==> src/rtl/vga_timing_gen_pkg.sv <==
// Shared timing constants, total-derivation helpers and the RGB444 pixel type
// for the raster timing generator.
package vga_pkg;

    localparam int COL_W = 12;
    localparam int ROW_W = 11;

    // 1280x1024@60
    localparam int SXGA_H_ACTIVE = 1280;
    localparam int SXGA_H_FP     = 48;
    localparam int SXGA_H_SYNC   = 112;
    localparam int SXGA_H_BP     = 248;
    localparam int SXGA_V_ACTIVE = 1024;
    localparam int SXGA_V_FP     = 1;
    localparam int SXGA_V_SYNC   = 3;
    localparam int SXGA_V_BP     = 38;

    // 640x480@60
    localparam int VGA_H_ACTIVE = 640;
    localparam int VGA_H_FP     = 16;
    localparam int VGA_H_SYNC   = 96;
    localparam int VGA_H_BP     = 48;
    localparam int VGA_V_ACTIVE = 480;
    localparam int VGA_V_FP     = 10;
    localparam int VGA_V_SYNC   = 2;
    localparam int VGA_V_BP     = 33;

    typedef struct packed {
        logic [3:0] r;
        logic [3:0] g;
        logic [3:0] b;
    } rgb444_t;

    function automatic int h_total(int active, int fp, int sync, int bp);
        return active + fp + sync + bp;
    endfunction

    function automatic int v_total(int active, int fp, int sync, int bp);
        return active + fp + sync + bp;
    endfunction

endpackage

==> src/rtl/vga_timing_gen_if.sv <==
// Raster position/visibility to the renderers, renderer colour back in,
// and the registered VGA connector signals.
interface vga_timing_gen_if;

    logic [vga_pkg::COL_W-1:0] display_col;
    logic [vga_pkg::ROW_W-1:0] display_row;
    logic                      visible;
    logic                      frame_start;
    logic [3:0]                pix_red;
    logic [3:0]                pix_green;
    logic [3:0]                pix_blue;
    logic [3:0]                vga_r;
    logic [3:0]                vga_g;
    logic [3:0]                vga_b;
    logic                      vga_hs;
    logic                      vga_vs;

    modport master (
        output display_col, display_row, visible, frame_start,
        input  pix_red, pix_green, pix_blue,
        output vga_r, vga_g, vga_b, vga_hs, vga_vs
    );

    modport slave (
        input  display_col, display_row, visible, frame_start,
        output pix_red, pix_green, pix_blue,
        input  vga_r, vga_g, vga_b, vga_hs, vga_vs
    );

endinterface

==> src/rtl/vga_timing_gen_delay_line.sv <==
// Resettable shift register aligning visibility/sync with the renderer latency.
// DEPTH of zero collapses to a wire.
module vga_delay_line #(
    parameter int WIDTH = 3,
    parameter int DEPTH = 2
) (
    input  logic             i_clk,
    input  logic             i_rst,
    input  logic [WIDTH-1:0] i_d,
    output logic [WIDTH-1:0] o_q
);

    generate
        if (DEPTH == 0) begin : g_bypass
            assign o_q = i_d;
        end else begin : g_shift
            logic [WIDTH-1:0] r_stage [DEPTH];

            always_ff @(posedge i_clk) begin
                if (i_rst) begin
                    for (int i = 0; i < DEPTH; i++) r_stage[i] <= '0;
                end else begin
                    r_stage[0] <= i_d;
                    for (int i = 1; i < DEPTH; i++) r_stage[i] <= r_stage[i-1];
                end
            end

            assign o_q = r_stage[DEPTH-1];
        end
    endgenerate

endmodule

==> src/rtl/vga_timing_gen.sv <==
// Raster scan generator with delay-aligned, registered VGA sync and colour outputs.
module vga_timing_gen
    import vga_pkg::*;
#(
    parameter int H_ACTIVE   = SXGA_H_ACTIVE,
    parameter int H_FP       = SXGA_H_FP,
    parameter int H_SYNC     = SXGA_H_SYNC,
    parameter int H_BP       = SXGA_H_BP,
    parameter int V_ACTIVE   = SXGA_V_ACTIVE,
    parameter int V_FP       = SXGA_V_FP,
    parameter int V_SYNC     = SXGA_V_SYNC,
    parameter int V_BP       = SXGA_V_BP,
    parameter bit H_POL      = 1'b1,
    parameter bit V_POL      = 1'b1,
    parameter int PIPE_DELAY = 2
) (
    input  logic             i_clock,
    input  logic             i_reset,
    vga_timing_gen_if.master bus
);

    localparam int H_TOT = h_total(H_ACTIVE, H_FP, H_SYNC, H_BP);
    localparam int V_TOT = v_total(V_ACTIVE, V_FP, V_SYNC, V_BP);

    localparam logic [COL_W-1:0] H_LAST   = COL_W'(H_TOT - 1);
    localparam logic [ROW_W-1:0] V_LAST   = ROW_W'(V_TOT - 1);
    localparam logic [COL_W-1:0] H_ACT_W  = COL_W'(H_ACTIVE);
    localparam logic [ROW_W-1:0] V_ACT_W  = ROW_W'(V_ACTIVE);
    localparam logic [COL_W-1:0] HS_START = COL_W'(H_ACTIVE + H_FP);
    localparam logic [COL_W-1:0] HS_END   = COL_W'(H_ACTIVE + H_FP + H_SYNC);
    localparam logic [ROW_W-1:0] VS_START = ROW_W'(V_ACTIVE + V_FP);
    localparam logic [ROW_W-1:0] VS_END   = ROW_W'(V_ACTIVE + V_FP + V_SYNC);

    // r_h/r_v hold the position to be presented next, so the first edge out of
    // reset publishes (0,0) together with frame_start.
    logic [COL_W-1:0] r_h;
    logic [ROW_W-1:0] r_v;
    logic [COL_W-1:0] r_col;
    logic [ROW_W-1:0] r_row;
    logic             r_visible;
    logic             r_frame_start;
    logic             r_hs_raw;
    logic             r_vs_raw;
    logic [2:0]       w_dly;
    rgb444_t          w_pix;
    rgb444_t          r_rgb;
    logic             r_vga_hs;
    logic             r_vga_vs;

    always_ff @(posedge i_clock) begin
        if (i_reset) begin
            r_h           <= '0;
            r_v           <= '0;
            r_col         <= '0;
            r_row         <= '0;
            r_visible     <= 1'b0;
            r_frame_start <= 1'b0;
            r_hs_raw      <= 1'b0;
            r_vs_raw      <= 1'b0;
        end else begin
            r_col         <= r_h;
            r_row         <= r_v;
            r_visible     <= (r_h < H_ACT_W) && (r_v < V_ACT_W);
            r_frame_start <= (r_h == '0) && (r_v == '0);
            r_hs_raw      <= (r_h >= HS_START) && (r_h < HS_END);
            r_vs_raw      <= (r_v >= VS_START) && (r_v < VS_END);
            if (r_h == H_LAST) begin
                r_h <= '0;
                r_v <= (r_v == V_LAST) ? '0 : r_v + 1'b1;
            end else begin
                r_h <= r_h + 1'b1;
            end
        end
    end

    // Syncs travel active-high through the delay line so a cleared stage is inactive.
    vga_delay_line #(
        .WIDTH (3),
        .DEPTH (PIPE_DELAY)
    ) u_delay (
        .i_clk (i_clock),
        .i_rst (i_reset),
        .i_d   ({r_visible, r_hs_raw, r_vs_raw}),
        .o_q   (w_dly)
    );

    assign w_pix = {bus.pix_red, bus.pix_green, bus.pix_blue};

    always_ff @(posedge i_clock) begin
        if (i_reset) begin
            r_rgb    <= '0;
            r_vga_hs <= ~H_POL;
            r_vga_vs <= ~V_POL;
        end else begin
            r_rgb    <= w_dly[2] ? w_pix : '0;
            r_vga_hs <= ~(w_dly[1] ^ H_POL);
            r_vga_vs <= ~(w_dly[0] ^ V_POL);
        end
    end

    assign bus.display_col = r_col;
    assign bus.display_row = r_row;
    assign bus.visible     = r_visible;
    assign bus.frame_start = r_frame_start;
    assign bus.vga_r       = r_rgb.r;
    assign bus.vga_g       = r_rgb.g;
    assign bus.vga_b       = r_rgb.b;
    assign bus.vga_hs      = r_vga_hs;
    assign bus.vga_vs      = r_vga_vs;

endmodule

==> src/flat_wrapper.sv <==
// flat-port wrapper written by rule: the top's interface ports become plain ports
module vga_timing_gen_flat import vga_pkg::*;
#(
    parameter int H_ACTIVE   = SXGA_H_ACTIVE,
    parameter int H_FP       = SXGA_H_FP,
    parameter int H_SYNC     = SXGA_H_SYNC,
    parameter int H_BP       = SXGA_H_BP,
    parameter int V_ACTIVE   = SXGA_V_ACTIVE,
    parameter int V_FP       = SXGA_V_FP,
    parameter int V_SYNC     = SXGA_V_SYNC,
    parameter int V_BP       = SXGA_V_BP,
    parameter bit H_POL      = 1'b1,
    parameter bit V_POL      = 1'b1,
    parameter int PIPE_DELAY = 2
)
  (i_clock, i_reset, bus_display_col, bus_display_row, bus_visible, bus_frame_start, bus_pix_red, bus_pix_green, bus_pix_blue, bus_vga_r, bus_vga_g, bus_vga_b, bus_vga_hs, bus_vga_vs);
  vga_timing_gen_if bus_i ();
  input  logic i_clock;
  input  logic i_reset;
  output wire logic [$bits(bus_i.display_col)-1:0] bus_display_col;
  output wire logic [$bits(bus_i.display_row)-1:0] bus_display_row;
  output wire logic [$bits(bus_i.visible)-1:0] bus_visible;
  output wire logic [$bits(bus_i.frame_start)-1:0] bus_frame_start;
  input wire logic [$bits(bus_i.pix_red)-1:0] bus_pix_red;
  input wire logic [$bits(bus_i.pix_green)-1:0] bus_pix_green;
  input wire logic [$bits(bus_i.pix_blue)-1:0] bus_pix_blue;
  output wire logic [$bits(bus_i.vga_r)-1:0] bus_vga_r;
  output wire logic [$bits(bus_i.vga_g)-1:0] bus_vga_g;
  output wire logic [$bits(bus_i.vga_b)-1:0] bus_vga_b;
  output wire logic [$bits(bus_i.vga_hs)-1:0] bus_vga_hs;
  output wire logic [$bits(bus_i.vga_vs)-1:0] bus_vga_vs;
  assign bus_display_col = bus_i.display_col;
  assign bus_display_row = bus_i.display_row;
  assign bus_visible = bus_i.visible;
  assign bus_frame_start = bus_i.frame_start;
  assign bus_i.pix_red = bus_pix_red;
  assign bus_i.pix_green = bus_pix_green;
  assign bus_i.pix_blue = bus_pix_blue;
  assign bus_vga_r = bus_i.vga_r;
  assign bus_vga_g = bus_i.vga_g;
  assign bus_vga_b = bus_i.vga_b;
  assign bus_vga_hs = bus_i.vga_hs;
  assign bus_vga_vs = bus_i.vga_vs;
  vga_timing_gen #(.H_ACTIVE(H_ACTIVE), .H_FP(H_FP), .H_SYNC(H_SYNC), .H_BP(H_BP), .V_ACTIVE(V_ACTIVE), .V_FP(V_FP), .V_SYNC(V_SYNC), .V_BP(V_BP), .H_POL(H_POL), .V_POL(V_POL), .PIPE_DELAY(PIPE_DELAY)) u_core (.i_clock(i_clock), .i_reset(i_reset), .bus(bus_i));
endmodule
==> config.mk <==
export PLATFORM = sky130hd
export DESIGN_NAME = vga_timing_gen_flat
export DESIGN_NICKNAME = d
export VERILOG_FILES = /design/src/rtl/vga_timing_gen_pkg.sv /design/src/rtl/vga_timing_gen_if.sv /design/src/rtl/vga_timing_gen_delay_line.sv /design/src/rtl/vga_timing_gen.sv /design/src/flat_wrapper.sv
export SDC_FILE = /design/constraint.sdc
export NUM_CORES = 1
export LEC_CHECK = 0
export CAP_MARGIN = 5
export CORE_MARGIN = 2
export CORE_UTILIZATION = 53
export DETAILED_ROUTE_END_ITERATION = 7
export MAX_ROUTING_LAYER = met4
export PLACE_DENSITY = 0.95
export SLEW_MARGIN = 5
export SYNTH_ARGS = -nofsm -noshare
export SYNTH_HDL_FRONTEND = slang
export SYNTH_SLANG_ARGS = --single-unit
export TNS_END_PERCENT = 100
==> constraint.sdc <==
create_clock -name i_clock -period 3.1 [get_ports i_clock]
set_clock_uncertainty 0.1 [all_clocks]
set_input_delay 0.31 -clock i_clock [delete_from_list [all_inputs] [get_ports i_clock]]
set_output_delay 0.31 -clock i_clock [all_outputs]
set_load 0.1 [all_outputs]
After elaboration in Yosys (flattened, before gate mapping). Memories as Yosys holds them, arrays and structs flattened. Cells that the tools add are included.

Bits in registers: 64. RAM bits: 6. Bits of input ports: 14. Output and inout port bits: 39. Logic and storage cells: 41. Memories: 1.

$add $sub $neg: 2. $lt $le $gt $ge: 6. Equal/unequal tests: 2. Multiplexer cells: 6. Bitwise gates (word level): 3. Reductions and logical operators: 8.

Memory list: u_core.u_delay.g_shift.r_stage (words 2, bits a word 3, rd ports 2, clocked after memory_dff 0, write ports 2, line vga_timing_gen_delay_line.sv:17) `logic [WIDTH-1:0] r_stage [DEPTH];`.

Operators by type and width (number): less-than comparator 12 x 11 -> 1 bit (second input constant) (2); less-than comparator 11 bit (second input constant) (2); adder 12 x 1 -> 12 bit (second input constant) (1); equality test 12 x 11 -> 1 bit (second input constant) (1); greater-or-equal comparator 12 x 11 -> 1 bit (second input constant) (1); logical NOT 12 bit (1); adder 11 x 1 -> 11 bit (second input constant) (1); equality test 11 bit (second input constant) (1); greater-or-equal comparator 11 bit (second input constant) (1); logical NOT 11 bit (1); 2-to-1 mux 11 bit (1); 2-to-1 mux 3 bit (2); logical AND 1 bit (4); OR reduction 2 bit (2); 2-to-1 mux 1 bit (3); OR 1 bit (2); NOT 1 bit (1).

Depth between registers and ports, before layout.
Word-level depth: 3. Gate-level depth with buffers: 6. Mapped depth without buffers: 6.

By module. Synthesis repeated with hierarchy kept, for this count alone.

Cells, all modules: 254. Area total of the unflattened synthesis: 2507.4 um^2.

By module, submodules not included: vga_timing_gen (instances 1, cells an instance 239, area an instance 2327.2 um^2, sequential area each 1281.2 um^2); vga_delay_line (instances 1, cells an instance 15, area an instance 180.2 um^2, sequential area each 120.1 um^2).

Worst setup path before layout. No wires, ideal clock.

Kind: reg2reg. From: register u_core.r_v[2]. To: register u_core.r_v[2]. Setup time: 0.122 ns. Arrival: 1.669 ns. Required time: 2.878 ns. Setup slack: 1.209 ns. Cell stages (with the launch flop): 5. Path buffers: 0. Clock period less this slack: 1.891 ns. Cells stage by stage: dfxtp_1 or4_4 or4_4 o21ai_4 nor2_1.

Longest elaborated chain between the ends: 2. Elaborated cells between the ends (all ways): 3. Those cells by class: add/sub (1); eq/ne (1); mux (1).

Ends and longest elaborated chain: start: declaration (line vga_timing_gen.sv:37) `logic [ROW_W-1:0] r_v;`; start signal: assignment (line vga_timing_gen.sv:69) `r_v <= (r_v == V_LAST) ? '0 : r_v + 1'b1;`; adder 11 x 1 -> 11 bit or equality test 11 bit (tied branches) (line vga_timing_gen.sv:69); 2-to-1 mux 11 bit * (line vga_timing_gen.sv:69).

Every way passes the cells marked *; elsewhere a longest branch is shown, timed or not. A chain may end at the register's enable or synchronous reset.

Final worst setup path.
From: register u_core.r_h[0]. To: register u_core.r_v[8].

Longest elaborated chain between the ends: 1.

Ends and longest elaborated chain: start: declaration (line vga_timing_gen.sv:36) `logic [COL_W-1:0] r_h;`; start signal: assignment (line vga_timing_gen.sv:71) `r_h <= r_h + 1'b1;`; equality test 12 x 11 -> 1 bit (line vga_timing_gen.sv:67) `if (r_h == H_LAST) begin`.

No other way between the ends.

==> metrics.md <==
| Metric | Value |
|---|---|
| Status | `finished, final reports clean` |
| Layout area overhead | `28.5%` |
| CP max stage delay | `620 ps` |
| Final Cell Area | `about 3100 um^2` |
| Required @ worst endpoint | `3270 ps` |
| Placed Instances | `approximately 340` |
| Starting DRT DRC Count | `151` |
| Die width | `72.0 um` |
| Die area | `5180 um^2` |
| Num CTS Buffers | `9` |
| DR vias | `1,869` |
| Setup crit end kind | `flip-flop` |
| Max-slew violation count | `0` |
| Fin Setup TNS | `0 ps` |
| Fmax | `439 MHz` |
| Critical-path cell list | `ha_1 -> and4_1 -> nand3_1 -> or4_1 -> a21oi_1` |
| Number of synthesized register bits | `70` |
| Diode count | `0` |
| First-pass GRT wire length | `7710 um` |
| Peak VDD IR | `approximately 0.25 mV` |
| Die H | `72.0 um` |
| Path depth of the worst reg2reg path | `5` |
| Syn Std Cell Area | `2450 um^2` |
| Pin count of the biggest net entering global routing | `18` |
| Count of cells along the worst hold path | `1` |
| Global Route met3 Usage | `7.64%` |
| Top post-synthesis cells by count | `dfxtp_1, nor2_1, nor2b_1` |
| Synth Warn # | `0` |
| Distinct cells, synth | `35` |
| Slew of the pin with the lowest slew margin | `983 ps` |
| Clock Path Buffers | `2` |
| Nets@finish | `319` |
| Post-synth top area cell | `dfxtp_1` |
| Fin. Hold Viols | `0` |
| PostCTS Resize Cnt | `0` |
| Max_cap viols | `0` |
| Met2 Use GR | `between 20% and 30%` |
| Drt drc | `0` |
| # port buffers | `52` |
| Setup Buffers After CTS | `0` |
| Top_reg_cell synth | `dfxtp_1` |
| Layout Cells excl Fill | `356` |
| Synth Area per Inst | `roughly 10 um^2` |
| Worst reg2reg startpoint | `u_core.r_h[0]` |
| Tot Pwr | `0.00166 W` |
| RSZ-0062 raised after global routing | `no` |
| CTS tree | `yes` |
| Post-layout min period | `2280 ps` |
| Tcrit/Tclk final | `between 70 and 80%` |
| Final setup vio count | `0` |
| Clock root cell | `clkbuf_8` |
| H-Tree Depth | `3` |
| Vias in the first global route | `1,708` |
| HP Class | `flip-flop to flip-flop` |
| Post-DP HPWL | `~3200 um` |
| Tot GR Track Use | `20.1%` |
| PwrDens | `528 nW/um^2` |
| Crit start category | `flip-flop` |
| # rows | `24` |
| Max FO, Critical Path | `13` |
| Share of the synthesized area in the top cell type | `57.2%` |
| Count leader, synth | `dfxtp_1` |
| CP max stage cell | `or4_1` |
| Syn_nets | `between 200 and 300` |
| Clock transition at path regs | `70 ps` |
| Clk_lat worst skew | `330 ps` |
| CTS hold repair buffers | `0` |
| Max-slew headroom | `between 30% and 40%` |
| Core Region | `4410 um^2` |
| Share of layout cells above drive strength 1 | `12.5%` |
| Async set or reset register ratio after synthesis | `0%` |
| Global routing's busiest layer | `met2` |
| DR WL/cell | `13.0 um` |
| Number of flops mapped to enable cells by yosys | `0` |
| R2r setup slk | `820 ps` |
| Vias/cell | `around 5.3` |
| Sequential-to-total area share from yosys stat | `57.2%` |
| CTS Sinks | `70` |
| Placer Congestion | `0.881` |
| Hold_ws | `343 ps` |
| Hold Path Origin | `u_core.u_delay.g_shift.r_stage[0][3]` |
| Dominant cells by area after synthesis | `dfxtp_1, nor2b_1, nor2_1` |
| Grt ovf | `0` |
| Critical R2R Capture | `u_core.r_v[8]` |
| Lkg Pwr | `1.19 nW` |
| Crit path DAT | `2450 ps` |
| Met1 Use GR | `between 20% and 30%` |
| Initial DRT Pass Iterations | `4` |
| Initial Util | `a little under three fifths` |
| Setup CP Type | `flip-flop to flip-flop` |
| IO Pins | `53` |
| Worst hold endpoint | `u_core.bus.vga_vs` |
| Wirelength, routed | `4620 um` |
| Antenna violations before repair | `0` |
| Cell count after synthesis | `245` |
| Routed Antenna Nets | `0` |
| Post-placement cell area | `2970 um^2` |
[through the flow]
stage               setup WS (ps)  utilization, %
finish                        821            71.3
global route                  638            71.3
CTS                           842            71.3
detailed placement            850            67.4
global placement              973            67.4
floorplan                    1210               -
[placed cells by master (no fill, tap or decap), drive strengths merged, types with 3 or more instances in the layout]
cell type and n:
nand3 12, xnor2 8, clkbuf 11, nand2 6
and2 14, buf 17, nor2 26, nor2b 23
nand4 8, a21oi 11, or3 5, clkdlybuf4s50 37
nor3 3, clkinv 3, o31ai 4, dfxtp 70
ha 5, inv 10, o21ai 8, or4 5
[kinds of logic after synthesis]
logic type	after synthesis	share of synthesized area, %
simple gates	115	27.3
fa+ha+maj	5	2.55
compound gates	25	6.23
flops	70	57.2
buf+inv	20	3.12
xor+xnor	10	3.58
[area by class of cell]
| type | instances | area, um^2 |
|---|---|---|
| tap | 52 | 65.1 |
| multi-input combinational | 155 | 972 |
| clock inverter | 4 | 22.5 |
| clock buffer | 11 | 151 |
| fill | 312 | 1270 |
| timing repair buffer | 54 | 498 |
| sequential | 70 | 1400 |
| inverter | 10 | 37.5 |
[critical path: cells and delay by family (launching register included)]
family | cells | cell delay (ps)
adder cells (fa/ha/maj) | 1 | 250
AO/OA/AOI/OAI | 1 | 150
flip-flops | 1 | 410
AND/OR/NAND/NOR | 3 | 1310
[how the worst max path moves through the flow]
stage          cells after the start  slack (ps)              to     startpoint
6_report                           5         820   u_core.r_v[8]  u_core.r_h[0]
4_1_cts                            5         840   u_core.r_v[8]  u_core.r_h[0]
3_3_place_gp                       5         970   u_core.r_v[8]  u_core.r_h[0]
3_5_place_dp                       5         850  u_core.r_v[10]  u_core.r_h[0]
5_1_grt                            5         640   u_core.r_v[8]  u_core.r_h[0]
2_1_floorplan                      4        1210   u_core.r_v[2]  u_core.r_v[2]
[routing by layer]
metal  part of all wire [%]  vias up
li1                       -      932
met5                      0        -
met3                    5.6       12
met2                     50       68
met1                     42      857
met4                    2.4        0
[where the power goes]
group / switching [W] / internal [W]
Sequential: 0.00000689 / 0.000910
Combinational: 0.0000745 / 0.0000358
Clock: 0.000310 / 0.000325
[state kept, by name, indices dropped and copies added, names as in the netlist]
name and count:
u_core.bus.display_col 12, u_core.r_h 12, u_core.bus.display_row 11, u_core.r_v 11, u_core.u_delay.g_shift.r_stage 6, u_core.bus.vga_b 4
u_core.bus.vga_g 4, u_core.bus.vga_r 4, u_core.bus.frame_start 1, u_core.bus.vga_hs 1, u_core.bus.vga_vs 1, u_core.bus.visible 1
u_core.r_hs_raw 1, u_core.r_vs_raw 1
Note: power is estimated with default switching activity, not from simulation.
